**config.mk**
```make
export PLATFORM = sky130hd
export DESIGN_NAME = scratchpad_port_arbiter
export DESIGN_NICKNAME = d
export VERILOG_FILES = /design/src/rtl/scratchpad_port_arbiter.sv
export SDC_FILE = /design/constraint.sdc
export NUM_CORES = 1
export LEC_CHECK = 0
export BUFFER_PORTS_ARGS = -buffer_cell sky130_fd_sc_hd__buf_2
export CORE_UTILIZATION = 30
export CTS_CLUSTER_DIAMETER = 80
export DETAILED_ROUTE_END_ITERATION = 10
export GPL_ROUTABILITY_DRIVEN = 0
export SLEW_MARGIN = 20
export SYNTH_ARGS = -nofsm -noshare
export SYNTH_HDL_FRONTEND = slang
export SYNTH_SLANG_ARGS = --single-unit
```
**constraint.sdc**
```tcl
create_clock -name clk -period 7.3 [get_ports clk]
set_clock_uncertainty 0.15 [all_clocks]
set_input_delay 1.095 -clock clk [delete_from_list [all_inputs] [get_ports clk]]
set_output_delay 1.095 -clock clk [all_outputs]
set_load 0.1 [all_outputs]
```
**src/rtl/scratchpad_port_arbiter.sv**
```systemverilog
// scratchpad_port_arbiter
//
// Shares port B of a scratchpad SRAM (1-cycle read latency) between NUM_REQ
// compute-side requesters.
//
// Arbitration
//   ARB  : round-robin starting at rr_ptr. The first valid requester is granted.
//   HOLD : a requester whose granted beat carries req_lock keeps the port.
//          It keeps the port until one of these happens:
//            - it sends an unlocked beat,
//            - it drops req_valid (nobody is granted in that cycle),
//            - MAX_HOLD consecutive beats have elapsed while someone else waits.
//          On expiry the owner is excluded for one round-robin pass.
//          If nobody else is waiting, the hold simply continues and hold_cnt
//          saturates at MAX_HOLD.
//
// Read data returns one cycle after the grant on a shared bus (rsp_rdata).
// The bus is qualified by a one-hot rsp_valid. Between responses rsp_rdata
// keeps its last value.
//
// Optional build macro: SCRATCHPAD_ARB_PERF_EN
//   Adds output stall_cnt: one 32-bit saturating counter per requester,
//   counting cycles spent waiting (valid without ready).
module scratchpad_port_arbiter #(
  parameter int NUM_REQ    = 3,
  parameter int ADDR_WIDTH = 13,
  parameter int DATA_WIDTH = 32,
  parameter int MAX_HOLD   = 16
) (
  input  logic                          clk,
  input  logic                          rst,
  input  logic [NUM_REQ-1:0]            req_valid,
  input  logic [NUM_REQ-1:0]            req_we,
  input  logic [NUM_REQ-1:0]            req_lock,
  input  logic [NUM_REQ*ADDR_WIDTH-1:0] req_addr,
  input  logic [NUM_REQ*DATA_WIDTH-1:0] req_wdata,
  output logic [NUM_REQ-1:0]            req_ready,
  output logic [NUM_REQ-1:0]            rsp_valid,
  output logic [DATA_WIDTH-1:0]         rsp_rdata,
  output logic                          sram_en,
  output logic                          sram_we,
  output logic [ADDR_WIDTH-1:0]         sram_addr,
  output logic [DATA_WIDTH-1:0]         sram_din,
`ifdef SCRATCHPAD_ARB_PERF_EN
  output logic [NUM_REQ*32-1:0]         stall_cnt,
`endif
  input  logic [DATA_WIDTH-1:0]         sram_dout
);

  localparam int IDX_W = (NUM_REQ > 2) ? $clog2(NUM_REQ) : 1;
  localparam int CNT_W = $clog2(MAX_HOLD + 1);

  typedef enum logic {
    ST_ARB  = 1'b0,
    ST_HOLD = 1'b1
  } state_e;

  // ---------------------------------------------------------------------------
  // State
  // ---------------------------------------------------------------------------
  state_e                state_q, state_d;
  logic [IDX_W-1:0]      owner_q, owner_d;       // locked requester while in HOLD
  logic [CNT_W-1:0]      hold_cnt_q, hold_cnt_d; // consecutive locked beats so far
  logic [IDX_W-1:0]      rr_ptr_q, rr_ptr_d;     // round-robin search start
  logic [NUM_REQ-1:0]    rsp_valid_q;            // read issued last cycle, one-hot
  logic [DATA_WIDTH-1:0] rdata_q;                // last delivered read word

  // ---------------------------------------------------------------------------
  // Arbitration helpers
  // ---------------------------------------------------------------------------
  logic                  grant_vld;
  logic [IDX_W-1:0]      grant_idx;
  logic [NUM_REQ-1:0]    owner_oh;
  logic [NUM_REQ-1:0]    others_valid;
  logic                  owner_valid;
  logic                  hold_expired;

  // First set bit of cand, searching upward from ptr and wrapping.
  // Returns ptr when cand is empty; callers only use the result when cand != 0.
  function automatic logic [IDX_W-1:0] rr_pick(input logic [NUM_REQ-1:0] cand,
                                               input logic [IDX_W-1:0]   ptr);
    logic [IDX_W-1:0] pick;
    int               idx;
    pick = ptr;
    // Walk downward so the lowest offset from ptr is the last one written and wins.
    for (int k = NUM_REQ - 1; k >= 0; k--) begin
      idx = int'(ptr) + k;
      if (idx >= NUM_REQ) idx = idx - NUM_REQ;
      if (cand[idx]) pick = IDX_W'(idx);
    end
    return pick;
  endfunction

  assign owner_oh     = NUM_REQ'(1) << owner_q;
  assign others_valid = req_valid & ~owner_oh;
  assign owner_valid  = |(req_valid & owner_oh);
  assign hold_expired = (hold_cnt_q == CNT_W'(MAX_HOLD)) && (|others_valid);

  // ---------------------------------------------------------------------------
  // State register: synchronous active-high reset
  // ---------------------------------------------------------------------------
  // NOTE: registers take non-blocking assignments so that every flop samples
  // the pre-edge values, independent of the order of the statements.
  always_ff @(posedge clk) begin
    if (rst) begin
      state_q     <= ST_ARB;
      owner_q     <= '0;
      hold_cnt_q  <= '0;
      rr_ptr_q    <= '0;
      rsp_valid_q <= '0;
      rdata_q     <= '0;
    end else begin
      state_q     <= state_d;
      owner_q     <= owner_d;
      hold_cnt_q  <= hold_cnt_d;
      rr_ptr_q    <= rr_ptr_d;
      // Only reads produce a response, one cycle after their grant.
      rsp_valid_q <= (grant_vld && !sram_we) ? req_ready : '0;
      if (|rsp_valid) rdata_q <= sram_dout;
    end
  end

  // ---------------------------------------------------------------------------
  // Next-state logic: follows the beat that was granted this cycle
  // ---------------------------------------------------------------------------
  // NOTE: each variable gets a default first, so no path through the block
  // leaves it unassigned and no latch is inferred.
  always_comb begin
    state_d    = state_q;
    owner_d    = owner_q;
    hold_cnt_d = hold_cnt_q;
    rr_ptr_d   = rr_ptr_q;
    if (grant_vld) begin
      rr_ptr_d = (int'(grant_idx) == NUM_REQ - 1) ? '0 : grant_idx + IDX_W'(1);
      if (req_lock[grant_idx]) begin
        state_d = ST_HOLD;
        owner_d = grant_idx;
        if (state_q == ST_HOLD && grant_idx == owner_q) begin
          // Continuing the same hold: count up, saturating at MAX_HOLD.
          if (hold_cnt_q != CNT_W'(MAX_HOLD)) hold_cnt_d = hold_cnt_q + CNT_W'(1);
        end else begin
          hold_cnt_d = CNT_W'(1);
        end
      end else begin
        state_d    = ST_ARB;
        hold_cnt_d = '0;
      end
    end else if (state_q == ST_HOLD) begin
      // The owner dropped valid: release the port.
      state_d    = ST_ARB;
      hold_cnt_d = '0;
    end
  end

  // ---------------------------------------------------------------------------
  // Output logic: pick this cycle's grant and steer it onto the SRAM port
  // ---------------------------------------------------------------------------
  always_comb begin
    grant_vld = 1'b0;
    grant_idx = rr_ptr_q;
    if (!rst) begin
      if (state_q == ST_ARB) begin
        grant_vld = |req_valid;
        grant_idx = rr_pick(req_valid, rr_ptr_q);
      end else if (owner_valid) begin
        grant_vld = 1'b1;
        // On hold expiry the owner sits out one pass if anyone else waits.
        grant_idx = hold_expired ? rr_pick(others_valid, rr_ptr_q) : owner_q;
      end
    end
    req_ready = grant_vld ? (NUM_REQ'(1) << grant_idx) : '0;
    sram_en   = grant_vld;
    sram_we   = grant_vld & req_we[grant_idx];
    sram_addr = req_addr[int'(grant_idx) * ADDR_WIDTH +: ADDR_WIDTH];
    sram_din  = req_wdata[int'(grant_idx) * DATA_WIDTH +: DATA_WIDTH];
  end

  // A read in flight when reset arrives is dropped.
  assign rsp_valid = rst ? '0 : rsp_valid_q;
  assign rsp_rdata = (|rsp_valid) ? sram_dout : rdata_q;

`ifdef SCRATCHPAD_ARB_PERF_EN
  // ---------------------------------------------------------------------------
  // Stall counters: cycles a requester waits with a request pending
  // ---------------------------------------------------------------------------
  logic [31:0] stall_q [NUM_REQ];

  // Count valid-without-ready cycles per requester, saturating at all-ones.
  // NOTE: unlike a data RAM, this register array is software-visible, so every
  // entry must be cleared by reset.
  always_ff @(posedge clk) begin
    if (rst) begin
      for (int i = 0; i < NUM_REQ; i++) stall_q[i] <= '0;
    end else begin
      for (int i = 0; i < NUM_REQ; i++) begin
        if (req_valid[i] && !req_ready[i] && stall_q[i] != '1)
          stall_q[i] <= stall_q[i] + 32'd1;
      end
    end
  end

  for (genvar gi = 0; gi < NUM_REQ; gi++) begin : g_stall_out
    assign stall_cnt[gi*32 +: 32] = stall_q[gi];
  end
`endif

endmodule

```
==> summary.md <==
| Metric | Value |
|---|---|
| Outcome | finished with violations |
| Failing checks | DRC |
| Vias in the first global route | slightly above 4000 |
| DRT Pass-1 Iters | 7 |
| Number of synthesized flops with an enable pin | 0 |
| Port bufs | ~260 |
| Fmax achieved | between 0.15 and 0.2 GHz |
| DR iter-0 viols | ~160 |
| Min-delay worst type | flop to flop |
| RSZ-0062 raised after global routing | no |
| Arr. time, crit path | between 5 and 6 ns |
| Final Hold Fails | 0 |
| Final Instance Count excl. Fillers | 821 |
| Worst-Margin Slew | 0.8328 ns |
| Gr busiest metal | met2 |
| Initial antenna violation count | 2 |
| Commonest non-fill, non-tap cells in the layout | buf_2, nand2_1, mux2i_1 |
| Core ar. | ~0.012 mm² |
| Endpoints failing setup | 0 |
| Post-Syn Area | ~0.0036 mm² |
| Post-CTS Resized | 0 |
| Post-synth top area cell | dfxtp_1 |
| Clock root buffer | clkbuf_16 |
| Synth Instances | 440 |
| Synth warn | 0 |
| Final Cycle Share | a little under nine tenths |
| DR WL/cell | ~16 µm |
| Highest net fanout along the worst path | a little over 50 |
| Sequential area share after synthesis | about a quarter |
| Share of layout cells above drive strength 1 | 47.42% |
| GRT overflow | 0 |
| Design area | ~0.0052 mm² |
| Met1 Use GR | a little over a fifth |
| Post-CTS Hold Buffers | 0 |
| Clk pin slew, worst setup/hold paths | about 0.06 ns |
| DRC Markers | 10 |
| Area delta synth->final | 42.22% |
| TritonCTS clock tree | built |
| Clock latency on the worst-skew pair | 0.28 ns |
| Data required time of the critical path | 6.05 ns |
| FILL cells | roughly 1200 |
| GRT Total Usage | between 10% and 20% |
| Commonest non-fill, non-tap cell in the layout | buf_2 |
| Row cnt | 39 |
| Synth top area share | 24.85% |
| Vias per inst | about 5 |
| Die ar. | 0.01253 mm² |
| Final-report max-slew violation count | 0 |
| Met3 Use GR | slightly below 4% |
| Avg Cell Area, Syn | slightly above 8 µm² |
| Post-placement cell count | between 800 and 900 |
| Clk sinks | 45 |
| Net Count, Synth | 623 |
| Min cycle time layout | 6.275 ns |
| Crit path kind | flop to output port |
| CTS H-tree lvls | 2 |
| Largest net degree at the start of global routing | 52 |
| MaxCap Viol Count | 0 |
| Cell variety after synth | 61 |
| I/O pin total | 263 |
| ANT nets after route | 0 |
| Post-synth top flop | dfxtp_1 |
| NumNets Final | between 800 and 900 |
| Vias | around 4200 |
| Slew margin rel. | 43.87% |
| Clk buf depth | 2 |
| Area contributors post-synth | dfxtp_1, mux2i_1, mux2_2 |
| Die extent in x | approximately 110 µm |
| Yosys reg bits | between 40 and 50 |
| M2 GR Usage | a little under two fifths |
| Crit. End Element | output port |
| Setup TNS | 0 ns |
| Die Y-Extent | between 100 and 150 µm |
| Post-synth ARST share | 0% |
| Post-CTS setup buffer count | 0 |
| Setup crit start kind | flop |
| Num CTS Buffers | 5 |
| Initial Utilization | between 30 and 40% |
| Placed cell areas | 0.004965 mm² |
| Detailed Route WL | around 13000 µm |
| First-pass GRT wire length | around 20000 µm |
| DP HPWL | about 10000 µm |
-- cell usage after synthesis (all sizes together), types with 8 or more instances --
master	instances
a211oi	8
a31oi	8
and2	35
buf	20
clkbuf	17
dfxtp	45
inv	12
mux2	33
mux2i	52
nand2	56
nand3	10
nor2	13
nor2b	8
o21ai	51
-- worst paths after layout --
| path | from | to | slack [ns] | cells past startpoint |
|---|---|---|---|---|
| setup / recovery | rr_ptr_q[0] | sram_din[30] | 1.03 | 13 |
| hold / removal | hold_cnt_q[4] | hold_cnt_q[4] | 0.39 | 2 |
| setup reg to reg | rr_ptr_q[0] | rsp_valid_q[1] | 2.65 | 12 |
| hold reg to reg | hold_cnt_q[4] | hold_cnt_q[4] | 0.39 | 2 |
-- cell type report --
cell class	count	area (µm²)	share of cell area (%)
multi-input combinational	346	2506	48.62
clock buffer	6	128.9	2.500
tap	143	178.9	3.471
antenna	1	2.502	0.04854
inverter	12	45.04	0.8738
timing repair buffer	266	1354	26.26
clock inverter	2	38.79	0.7524
sequential	45	900.9	17.48
-- through the flow --
step | hold WS (ns) | util [%] | setup WS [ns]
6_report | 0.3865 | 44.39 | 1.025
5_1_grt | 0.4278 | 44.37 | 0.6303
4_1_cts | 0.3842 | 44.19 | 1.008
3_5_place_dp | 0.3754 | 42.75 | 1.177
3_3_place_gp | 0.3646 | 42.75 | 1.366
2_1_floorplan | 0.3467 | - | 1.342
-- worst max-delay path, stage by stage (launching register included) --
cell and delay, ns:
dfxtp_1 0.49, inv_1 0.16, ha_1 0.66, xnor2_1 0.16, a211oi_2 0.30, and4b_1 0.26, a211oi_2 0.06, a2111oi_4 0.49
nand2b_2 0.19, buf_4 0.42, and2_2 0.78, nand2_1 0.14, o21ai_1 0.13, buf_2 0.45
-- cell families after synthesis --
| kind of cell | Yosys count | synth area share, % |
|---|---|---|
| adders and majority gates | 5 | 1.726 |
| AOI/OAI and AO/OA | 95 | 17.92 |
| and+or+nand+nor | 158 | 23.92 |
| muxes | 85 | 24.61 |
| DFF | 45 | 24.85 |
| xor gates and xnor gates | 3 | 0.7250 |
| buffers and inverters | 49 | 6.248 |
-- state kept, by name, summed over array words and instances (netlist names) --
name         count
rdata_q         32
hold_cnt_q       5
rsp_valid_q      3
owner_q          2
rr_ptr_q         2
state_q          1
-- routing by layer --
metal / wire [µm] / up-vias
met5: 13 / -
met4: 342 / 2
met3: 838 / 28
met2: 6936 / 173
met1: 4753 / 1941
li1: - / 2037
Power is left out: the tool's default activity adds up to more than one toggle a clock period on the data nets, which glitch-free logic cannot reach.
